## src/rtl/stroke_replay_buffer_pkg.sv

```systemverilog
// Shared types and widths for the stroke replay buffer.
package stroke_replay_buffer_pkg;

   localparam int COORD_W        = 5;
   localparam int POINT_W        = 2 * COORD_W;
   localparam int INDEX_W        = 12;
   localparam int LEN_W          = 23;
   localparam int DEFAULT_DEPTH  = 256;
   localparam int DEFAULT_ADDR_W = 8;

   typedef enum logic [2:0] {
      ST_IDLE,
      ST_CAPTURE,
      ST_PASS1,
      ST_WAIT_LEN,
      ST_PASS2
   } state_t;

   // Storage word layout: x in the upper half, y in the lower half.
   function automatic logic [POINT_W-1:0] pack_point(input logic [COORD_W-1:0] x,
                                                     input logic [COORD_W-1:0] y);
      return {x, y};
   endfunction

endpackage

```

## src/rtl/stroke_point_ram.sv

```systemverilog
// Point storage: synchronous write, combinational read, no reset on contents.
module stroke_point_ram #(
   parameter int DEPTH  = 256,
   parameter int ADDR_W = 8,
   parameter int DATA_W = 10
) (
   input  logic              clk,
   input  logic              wr_en,
   input  logic [ADDR_W-1:0] wr_addr,
   input  logic [DATA_W-1:0] wr_data,
   input  logic [ADDR_W-1:0] rd_addr,
   output logic [DATA_W-1:0] rd_data
);

   logic [DATA_W-1:0] mem [DEPTH];

   // Write port.
   always_ff @(posedge clk) begin
      if (wr_en) begin
         mem[wr_addr] <= wr_data;
      end
   end

   assign rd_data = mem[rd_addr];

endmodule

```

## src/rtl/stroke_replay_buffer.sv

```systemverilog
// Captures one pen stroke, then replays it twice: a length pass and a
// resample pass that carries the total length reported by the length stage.
//
// state       | meaning
// ------------+------------------------------------------------------------
// ST_IDLE     | waiting for the first point of a stroke (written at addr 0)
// ST_CAPTURE  | storing points until i_last; excess points are dropped
// ST_PASS1    | replaying stored points for the length pass (o_pass = 0)
// ST_WAIT_LEN | waiting for the total length from the downstream stage
// ST_PASS2    | replaying stored points for the resample pass (o_pass = 1)
module stroke_replay_buffer
   import stroke_replay_buffer_pkg::*;
#(
   parameter int DEPTH  = DEFAULT_DEPTH,
   parameter int ADDR_W = DEFAULT_ADDR_W
) (
   input  logic               i_clk,
   input  logic               i_rst,
   input  logic               i_valid,
   input  logic [COORD_W-1:0] i_x,
   input  logic [COORD_W-1:0] i_y,
   input  logic               i_last,
   output logic               o_ready,
   output logic               o_valid,
   input  logic               i_ready,
   output logic [COORD_W-1:0] o_x,
   output logic [COORD_W-1:0] o_y,
   output logic [INDEX_W-1:0] o_index,
   output logic               o_last,
   output logic               o_pass,
   input  logic               i_len_valid,
   input  logic [LEN_W-1:0]   i_total_length,
   output logic [LEN_W-1:0]   o_total_length,
   output logic               o_overflow,
   output logic               o_done
);

   localparam logic [ADDR_W:0] PTR_ONE = {{ADDR_W{1'b0}}, 1'b1};

   state_t state, next_state;

   // Pointers are one bit wider than the address so they can reach DEPTH.
   logic [ADDR_W:0]   wr_ptr;
   logic [ADDR_W:0]   count;
   logic [ADDR_W:0]   rd_ptr;
   logic [ADDR_W:0]   last_idx;
   logic              accept;
   logic              xfer;
   logic              full;
   logic              in_pass;
   logic              ram_we;
   logic [ADDR_W-1:0] ram_waddr;
   logic [POINT_W-1:0] ram_rdata;
   logic              advance;
   logic              finish;

   assign o_ready  = (state == ST_IDLE) || (state == ST_CAPTURE);
   assign accept   = i_valid & o_ready;
   assign xfer     = o_valid & i_ready;
   assign full     = wr_ptr[ADDR_W];
   assign in_pass  = (state == ST_PASS1) || (state == ST_PASS2);
   assign last_idx = count - PTR_ONE;

   // State register.
   always_ff @(posedge i_clk or posedge i_rst) begin
      if (i_rst) begin
         state <= ST_IDLE;
      end else begin
         state <= next_state;
      end
   end

   // Next-state and per-cycle control strobes.
   always_comb begin
      next_state = state;
      ram_we     = 1'b0;
      ram_waddr  = wr_ptr[ADDR_W-1:0];
      advance    = 1'b0;
      finish     = 1'b0;
      case (state)
         ST_IDLE: begin
            ram_waddr = '0;
            if (accept) begin
               ram_we     = 1'b1;
               next_state = i_last ? ST_PASS1 : ST_CAPTURE;
            end
         end
         ST_CAPTURE: begin
            if (accept) begin
               ram_we = !full;
               if (i_last) begin
                  next_state = ST_PASS1;
               end
            end
         end
         ST_PASS1, ST_PASS2: begin
            // Present a point on pass entry (o_valid low) or after a
            // non-final transfer; a final transfer closes the pass.
            advance = !o_valid || (i_ready && !o_last);
            finish  = xfer && o_last;
            if (finish) begin
               next_state = (state == ST_PASS1) ? ST_WAIT_LEN : ST_IDLE;
            end
         end
         ST_WAIT_LEN: begin
            if (i_len_valid) begin
               next_state = ST_PASS2;
            end
         end
         default: begin
            next_state = ST_IDLE;
         end
      endcase
   end

   // Capture bookkeeping: write pointer, stored count and overflow flag.
   always_ff @(posedge i_clk or posedge i_rst) begin
      if (i_rst) begin
         wr_ptr     <= '0;
         count      <= '0;
         o_overflow <= 1'b0;
      end else if (accept) begin
         if (state == ST_IDLE) begin
            wr_ptr     <= PTR_ONE;
            o_overflow <= 1'b0;
            if (i_last) begin
               count <= PTR_ONE;
            end
         end else begin
            if (full) begin
               o_overflow <= 1'b1;
            end else begin
               wr_ptr <= wr_ptr + PTR_ONE;
            end
            if (i_last) begin
               count <= full ? wr_ptr : wr_ptr + PTR_ONE;
            end
         end
      end
   end

   // Replay outputs, pass flag, latched length and done pulse.
   always_ff @(posedge i_clk or posedge i_rst) begin
      if (i_rst) begin
         rd_ptr         <= '0;
         o_valid        <= 1'b0;
         o_x            <= '0;
         o_y            <= '0;
         o_index        <= '0;
         o_last         <= 1'b0;
         o_pass         <= 1'b0;
         o_total_length <= '0;
         o_done         <= 1'b0;
      end else begin
         o_done <= 1'b0;
         if (advance) begin
            o_valid <= 1'b1;
            o_x     <= ram_rdata[POINT_W-1:COORD_W];
            o_y     <= ram_rdata[COORD_W-1:0];
            o_index <= INDEX_W'(rd_ptr);
            o_last  <= (rd_ptr == last_idx);
            rd_ptr  <= rd_ptr + PTR_ONE;
         end else if (finish) begin
            // rd_ptr returns to 0 so the next pass starts at address 0.
            o_valid <= 1'b0;
            rd_ptr  <= '0;
            if (state == ST_PASS2) begin
               o_done <= 1'b1;
               o_pass <= 1'b0;
            end
         end
         if ((state == ST_WAIT_LEN) && i_len_valid) begin
            o_total_length <= i_total_length;
            o_pass         <= 1'b1;
         end
      end
   end

   stroke_point_ram #(
      .DEPTH  (DEPTH),
      .ADDR_W (ADDR_W),
      .DATA_W (POINT_W)
   ) u_point_ram (
      .clk     (i_clk),
      .wr_en   (ram_we),
      .wr_addr (ram_waddr),
      .wr_data (pack_point(i_x, i_y)),
      .rd_addr (rd_ptr[ADDR_W-1:0]),
      .rd_data (ram_rdata)
   );

endmodule
```

## config.mk

```make
export PLATFORM = sky130hd
export DESIGN_NAME = stroke_replay_buffer
export DESIGN_NICKNAME = d
export VERILOG_FILES = /design/src/rtl/stroke_replay_buffer_pkg.sv /design/src/rtl/stroke_point_ram.sv /design/src/rtl/stroke_replay_buffer.sv
export SDC_FILE = /design/constraint.sdc
export NUM_CORES = 2
export LEC_CHECK = 0
export CORE_UTILIZATION = 65
export DETAILED_ROUTE_END_ITERATION = 10
export PLACE_DENSITY = 0.82
export SLEW_MARGIN = 20
export SYNTH_ARGS = -nofsm -noshare
export SYNTH_HDL_FRONTEND = slang
export SYNTH_SLANG_ARGS = --single-unit
```

## constraint.sdc

```tcl
create_clock -name i_clk -period 4.35 [get_ports i_clk]
set_clock_uncertainty 0.15 [all_clocks]
set_input_delay 0.6525 -clock i_clk [delete_from_list [all_inputs] [get_ports i_clk]]
set_output_delay 0.6525 -clock i_clk [all_outputs]
set_load 0.02 [all_outputs]
```

==> Word-level counts from Yosys, hierarchy flattened <==
Memories as Yosys holds them, arrays and structs flattened. A register that Yosys moved wholly into a read port is not among the register bits.
Cells that the tools add are included.
{ "op_classes": {"addsub": 3, "n_bitwise": 2, "n_reduce_logical": 18, "eq_ne": 11, "mux": 34} }
{ "ops": {"columns": ["operator", "count"], "rows": [
  ["$mux W9", 7],
  ["$add A9 B1 Y9 const B", 2],
  ["$mux W1", 17],
  ["$mux W3", 5],
  ["$pmux W3 S4", 1],
  ["$ne A2 B2 Y1 const B", 5],
  ["$eq A9 B9 Y1", 1],
  ["$sub A9 B1 Y9 const B", 1],
  ["$mux W8", 1],
  ["$reduce_bool A2 Y1", 4],
  ["$eq A3 B2 Y1 const B", 2],
  ["$reduce_and A5 Y1", 1],
  ["$mux W2", 2],
  ["$reduce_and A2 Y1", 2],
  ["$eq A3 B1 Y1 const B", 1],
  ["$eq A3 B3 Y1 const B", 1],
  ["$logic_and A1 B1 Y1", 3],
  ["$logic_not A1 Y1", 3],
  ["$logic_not A3 Y1", 1],
  ["$reduce_and A3 Y1", 1],
  ["$and A1 B1 Y1", 2],
  ["$logic_or A1 B1 Y1", 2],
  ["$ne A2 B1 Y1 const B", 1],
  ["$pmux W1 S2", 1],
  ["$reduce_or A2 Y1", 1]
]} }
{ "word_totals": {"input_bits": 39, "n_memories": 1, "reg_bits": 67, "elab_cells": 80, "mem_bits_rw": 2560, "output_inout_bits": 51} }
{ "mem_list": {"columns": ["name", "words", "word_bits", "read_ports", "rd_ports_with_merged_regs", "write_ports", "line", "rtl"], "rows": [
  ["u_point_ram.mem", 256, 10, 1, 1, 1, "stroke_point_ram.sv:15", "logic [DATA_W-1:0] mem [DEPTH];"]
]} }

==> Longest topological paths before layout <==
{ "depth": {"word_depth": 7, "depth_mapped": 12, "depth_no_buf": 8} }

==> Modules after synthesis <==
Synthesis repeated with hierarchy kept, for this count alone.
{ "hier_totals": {"cells_unflattened": 4951, "hier_area_um2": 102692.2} }
{ "modules_own_cells": {"columns": ["mod", "area_per_inst_um2", "instances", "seq_area_each_um2", "cells_each"], "rows": [
  ["stroke_point_ram", 99053.8, 1, 76873.7, 4632],
  ["stroke_replay_buffer", 3638.5, 1, 1926.8, 319]
]} }

==> Worst setup path after synthesis <==
OpenSTA, ideal clock, no wires.
{ "synth_timing": {"path_kind": "flip-flop to flip-flop", "from": "reg state[2]", "to": "mem u_point_ram.mem[84][0] (enable)", "path_slack_ns": 1.116, "required_ns": 3.824, "path_stages_with_launch": 9, "setup_time_ns": 0.376, "arrival_time_ns": 2.707, "path_buffers": 3, "period_less_slack_ns": 3.234, "path_cell_list": "dfrtp_1 buf_2 nor2_1 nand2_1 a21oi_1 clkbuf_1 nand4_1 clkbuf_1 nor2_1"} }
{ "synth_between": {"elab_chain_len": 7, "elab_cells_between_ends": 10, "classes_between": "eq/ne (1); mux (6); bitwise (1); reduce/logical (2)"} }
{ "synth_rtl": {"columns": ["element", "line", "rtl"], "rows": [
  ["start: declaration", "stroke_replay_buffer.sv:40", "state_t state, next_state;"],
  ["start signal: assignment", "stroke_replay_buffer.sv:69", "state <= next_state;"],
  ["$eq A3 B1 Y1 / $logic_not A3 Y1 (equally long branches)", "stroke_replay_buffer.sv:57", "assign o_ready = (state == ST_IDLE) || (state == ST_CAPTURE);"],
  ["$logic_or A1 B1 Y1 *", "stroke_replay_buffer.sv:57", null],
  ["via o_ready", "stroke_replay_buffer.sv:23", "output logic o_ready,"],
  ["$and A1 B1 Y1 *", "stroke_replay_buffer.sv:58", "assign accept = i_valid & o_ready;"],
  ["$mux W1, on equally long branches", "stroke_replay_buffer.sv:89, stroke_replay_buffer.sv:83", null],
  ["$pmux W1 S2 *", "stroke_replay_buffer.sv:80", "case (state)"],
  ["$mux W1 *", "stroke_point_ram.sv:19", "if (wr_en) begin"],
  ["$mux W1 (implied by the code) *", "stroke_point_ram.sv:20", "mem[wr_addr] <= wr_data;"],
  ["end: declaration", "stroke_point_ram.sv:15", null]
]} }
Mark *: on every way through the listed nets, which the timed path passes. The rest lies on a longest branch.

==> insert_results.sql <==
INSERT INTO impl_metrics (metric_group, metric, value, unit) VALUES
('run_status', 'run_status', 'finished, final reports clean', ''),
('worst_hold_path', 'min-delay-path-class', 'input port to flop', ''),
('logic_synthesis', 'synth_async_sr_flop_share', '2.920', '%'),
('global_routing', 'total_overflow_reported_by_the_global_router', '0', ''),
('logic_synthesis', 'synthesis.instances', '5023', ''),
('pwr', 'power.static_leakage', '0.03719', 'uW'),
('clocking', 'clock_tree_buffer_depth', '3', ''),
('logic_synthesis', 'synth_edf_count', '2560', ''),
('clocking', 'cts.htree.levels', '4', ''),
('floorplan', 'io_pins', '90', ''),
('global_routing', 'first_global_vias', '57220', ''),
('worst_setup_path', 'critical-path-top-cell-by-count', 'nand3_1', ''),
('logic_synthesis', 'ys_seq_area_share', '76.67', '%'),
('place', 'dp_hpwl', '167100', 'um'),
('route', 'wl_per_cell', '37.87', 'um'),
('worst_setup_path', 'cp.arrival', '4.91', 'ns'),
('sta', 'fin_tns_setup', '0', 'ns'),
('global_routing', 'globalRouteTotalUtil', '37.23', '%'),
('floorplan', 'design.die.area', '159700', 'um2'),
('finish', 'post_route_cells_drive_above_1_share', '25.42', '%'),
('floorplan', 'die-height', '399.7', 'um'),
('sta', 'setup_viol', '0', ''),
('floorplan', 'floorplan.die.width', '399.7', 'um'),
('floorplan', 'placementRows', '145', ''),
('sta', 'fmax', '235.0', 'MHz'),
('clocking', 'cts_resized', '0', ''),
('route', 'route.detailed.drc', '0', ''),
('sta', 'final-hold-violation-count', '0', ''),
('worst_setup_path', 'cp.required', '5.00', 'ns'),
('logic_synthesis', 'ys.warnings.count', '0', ''),
('sta', 'worst_pin_slew', '1.174', 'ns'),
('route', 'routed_wl', '295000', 'um'),
('worst_setup_path', 'worst_path_max_delay_cell', 'a2111oi_0', ''),
('global_routing', 'grt_pass1_wl', '414200', 'um'),
('clocking', 'cts_inserted_buffers', '237', ''),
('route', 'vias', '58550', ''),
('worst_setup_path', 'timing.critical_path.slowest_cell_delay', '0.84', 'ns'),
('place', 'gp_congestion', '0.9658', ''),
('route', 'drt_initial_violations', '10840', ''),
('clocking', 'cts_root_buf', 'clkbuf_16', ''),
('sta', 'layout_worst_path_cycle_share', '97.82', '%'),
('worst_setup_path', 'cell_by_cell_listing_of_the_critical_path', 'nand2_2 > buf_4 > o221ai_1 > a21oi_1 > a2111oi_0 > nand3_1 > nand3_1', ''),
('sta', 'rsz0062_at_grt', 'no', ''),
('pwr', 'power-per-cell-area', '551.6', 'nW/um2'),
('clocking', 'clock_sink_count', '2637', ''),
('pwr', 'power.ir.vdd_worst', '490.8', 'uV'),
('global_routing', 'grt_start_max_net_pins', '158', ''),
('worst_setup_path', 'critical_path_peak_fanout', '31', ''),
('logic_synthesis', 'synth_seq_cells', '2637', ''),
('floorplan', 'initial_core_util', '65.65', '%'),
('sta', 'final-max-slew-violation-count', '0', ''),
('logic_synthesis', 'netlist_area', '102800', 'um2'),
('logic_synthesis', 'ys.flop_type', 'edfxtp_1', ''),
('worst_setup_path', 'path_class', 'flop to flop', ''),
('sta', 'final.hold.worst_slack', '0.02731', 'ns'),
('clocking', 'clkSlewWorstSetupHoldPaths', '0.07', 'ns'),
('clocking', 'tritoncts', 'built', ''),
('finish', 'nNetsFinal', '5547', ''),
('global_routing', 'antenna_found_initial', '20', ''),
('sta', 'timing.slew.headroom', '21.76', '%'),
('finish', 'area.growth.synth_to_final', '13.44', '%'),
('floorplan', 'design.core.area', '156600', 'um2'),
('run', 'max-cap-violations', '0', ''),
('logic_synthesis', 'synth_cell_types', '69', ''),
('clocking', 'clock_latency', '0.88', 'ns'),
('clocking', 'postCtsSetupBuffers', '0', ''),
('logic_synthesis', 'synthesis.area_per_instance', '20.46', 'um2'),
('clocking', 'hold_fix_buffers_cts', '0', ''),
('worst_setup_path', 'critPathLaunchType', 'flop', ''),
('place', 'portBuffers', '86', ''),
('route', 'detail-route-antenna-nets', '0', ''),
('route', 'vias_per_cell', '7.516', ''),
('worst_setup_path', 'crit_path_end_kind', 'flop', ''),
('sta', 'timing.final.crit_period', '4.255', 'ns'),
('route', 'drt_pre_antenna_iters', '7', '');
## worst max-delay path, delay by kind of cell (launching register included)
kind	cells	cell delay (ns)
flops	1	0.83
compound gates	3	1.49
buf+inv	1	0.40
simple gates	3	1.31
## routing by layer
metal / part of all wire [%] / global-route usage, % / routed length [um] / vias to the layer above
li1: - / - / - / 21810
met1: 32 / 49.07 / 94990 / 29340
met2: 46 / 56.73 / 136600 / 6165
met3: 15 / 10.89 / 43850 / 1221
met4: 6.6 / 20.17 / 19510 / 20
met5: 0.041 / 0 / 121 / -
## cells by family (layout without fill, tap and decap cells)
group | after synthesis | count (layout) | synth area share [%]
AND/OR/NAND/NOR | 683 | 683 | 2.875
adder cells (fa/ha/maj) | 3 | 3 | 0.03652
flip-flops | 2637 | 2637 | 76.67
multiplexers | 839 | 839 | 15.01
buffers and inverters | 322 | 1013 | 1.725
other | 1 | 19 | 0.003649
XOR/XNOR | 16 | 16 | 0.1363
AO/OA/AOI/OAI | 522 | 522 | 3.549
## synthesized netlist by cell type, types with 21 or more instances
master,count,area [um2]
edfxtp_1,2560,76870
mux4_2,557,12540
nor2_1,346,1299
mux2i_1,240,2402
nand2_1,143,536.8
clkbuf_1,141,529.3
a21oi_1,87,435.4
o221ai_1,85,744.5
a22oi_1,84,630.6
o21ai_0,78,390.4
dfrtp_1,77,1927
buf_2,63,315.3
o22ai_1,56,350.3
nand3_1,55,275.3
nor3_1,45,225.2
buf_4,41,307.8
buf_6,41,461.7
mux2_2,41,461.7
a211oi_1,21,157.7
buf_1,21,78.83
## worst paths after layout
check / start / end / slack, ns / cells past startpoint
setup / recovery: rd_ptr[2]$_DFFE_PP0P_ / o_x[2]$_DFFE_PP0P_ / 0.09 / 7
hold reg to reg: o_index[4]$_DFFE_PP0P_ / o_index[4]$_DFFE_PP0P_ / 0.33 / 2
hold / removal: i_y[4] / u_point_ram.mem[11][4]$_DFFE_PP_ / 0.03 / 1
max in group asynchronous: i_rst / o_total_length[10]$_DFFE_PP0P_ / 3.21 / 3
min in group asynchronous: i_rst / o_index[8]$_DFFE_PP0P_ / 0.07 / 2
setup reg to reg: rd_ptr[2]$_DFFE_PP0P_ / o_x[2]$_DFFE_PP0P_ / 0.09 / 7
## state kept, by name, summed over array words and instances, names as in the netlist
name             cells
wr_ptr               9
count                9
o_index              9
o_y                  5
o_valid              1
rd_ptr               9
o_pass               1
o_overflow           1
o_done               1
u_point_ram.mem   2560
o_total_length      23
state                3
o_x                  5
o_last               1
## stage by stage
step	std cells	util [%]	power [uW]	setup slack [ns]	instance area, um2
6_report	7790	74.47	64310	0.09476	116600
5_1_grt	7775	74.45	65600	0.1733	116600
4_1_cts	7772	74.40	63990	0.2548	116500
3_5_place_dp	7322	69.36	42810	0.3707	108600
3_3_place_gp	7321	69.36	42530	0.08226	108600
2_1_floorplan	5025	-	38340	1.116	102800
## cell usage in the layout, fill, tap and decap left out, types with 76 or more instances in the layout
| cell | netlist | routed |
|---|---|---|
| buf_4 | 41 | 421 |
| clkbuf_16 | 0 | 242 |
| o221ai_1 | 85 | 85 |
| nor2_1 | 346 | 346 |
| mux4_2 | 557 | 557 |
| o21ai_0 | 78 | 77 |
| nand2_1 | 143 | 142 |
| clkdlybuf4s50_1 | 0 | 76 |
| mux2i_1 | 240 | 240 |
| edfxtp_1 | 2560 | 2560 |
| a22oi_1 | 84 | 84 |
| a21oi_1 | 87 | 87 |
## cell type report
class	instances	area (um2)
Sequential cell	2637	78820
Fill cell	7708	39970
Multi-Input combinational cell	2066	22270
Clock buffer	280	6218
Timing Repair Buffer	551	4956
Tap cell	2058	2575
Clock inverter	170	1667
Inverter	12	50.05
Antenna cell	16	40.04
## power breakdown
group	internal [uW]	switching [uW]
combinational	6180	8120
clock	11900	9420
sequential	28200	501
Power figures use the tool's default switching activity.
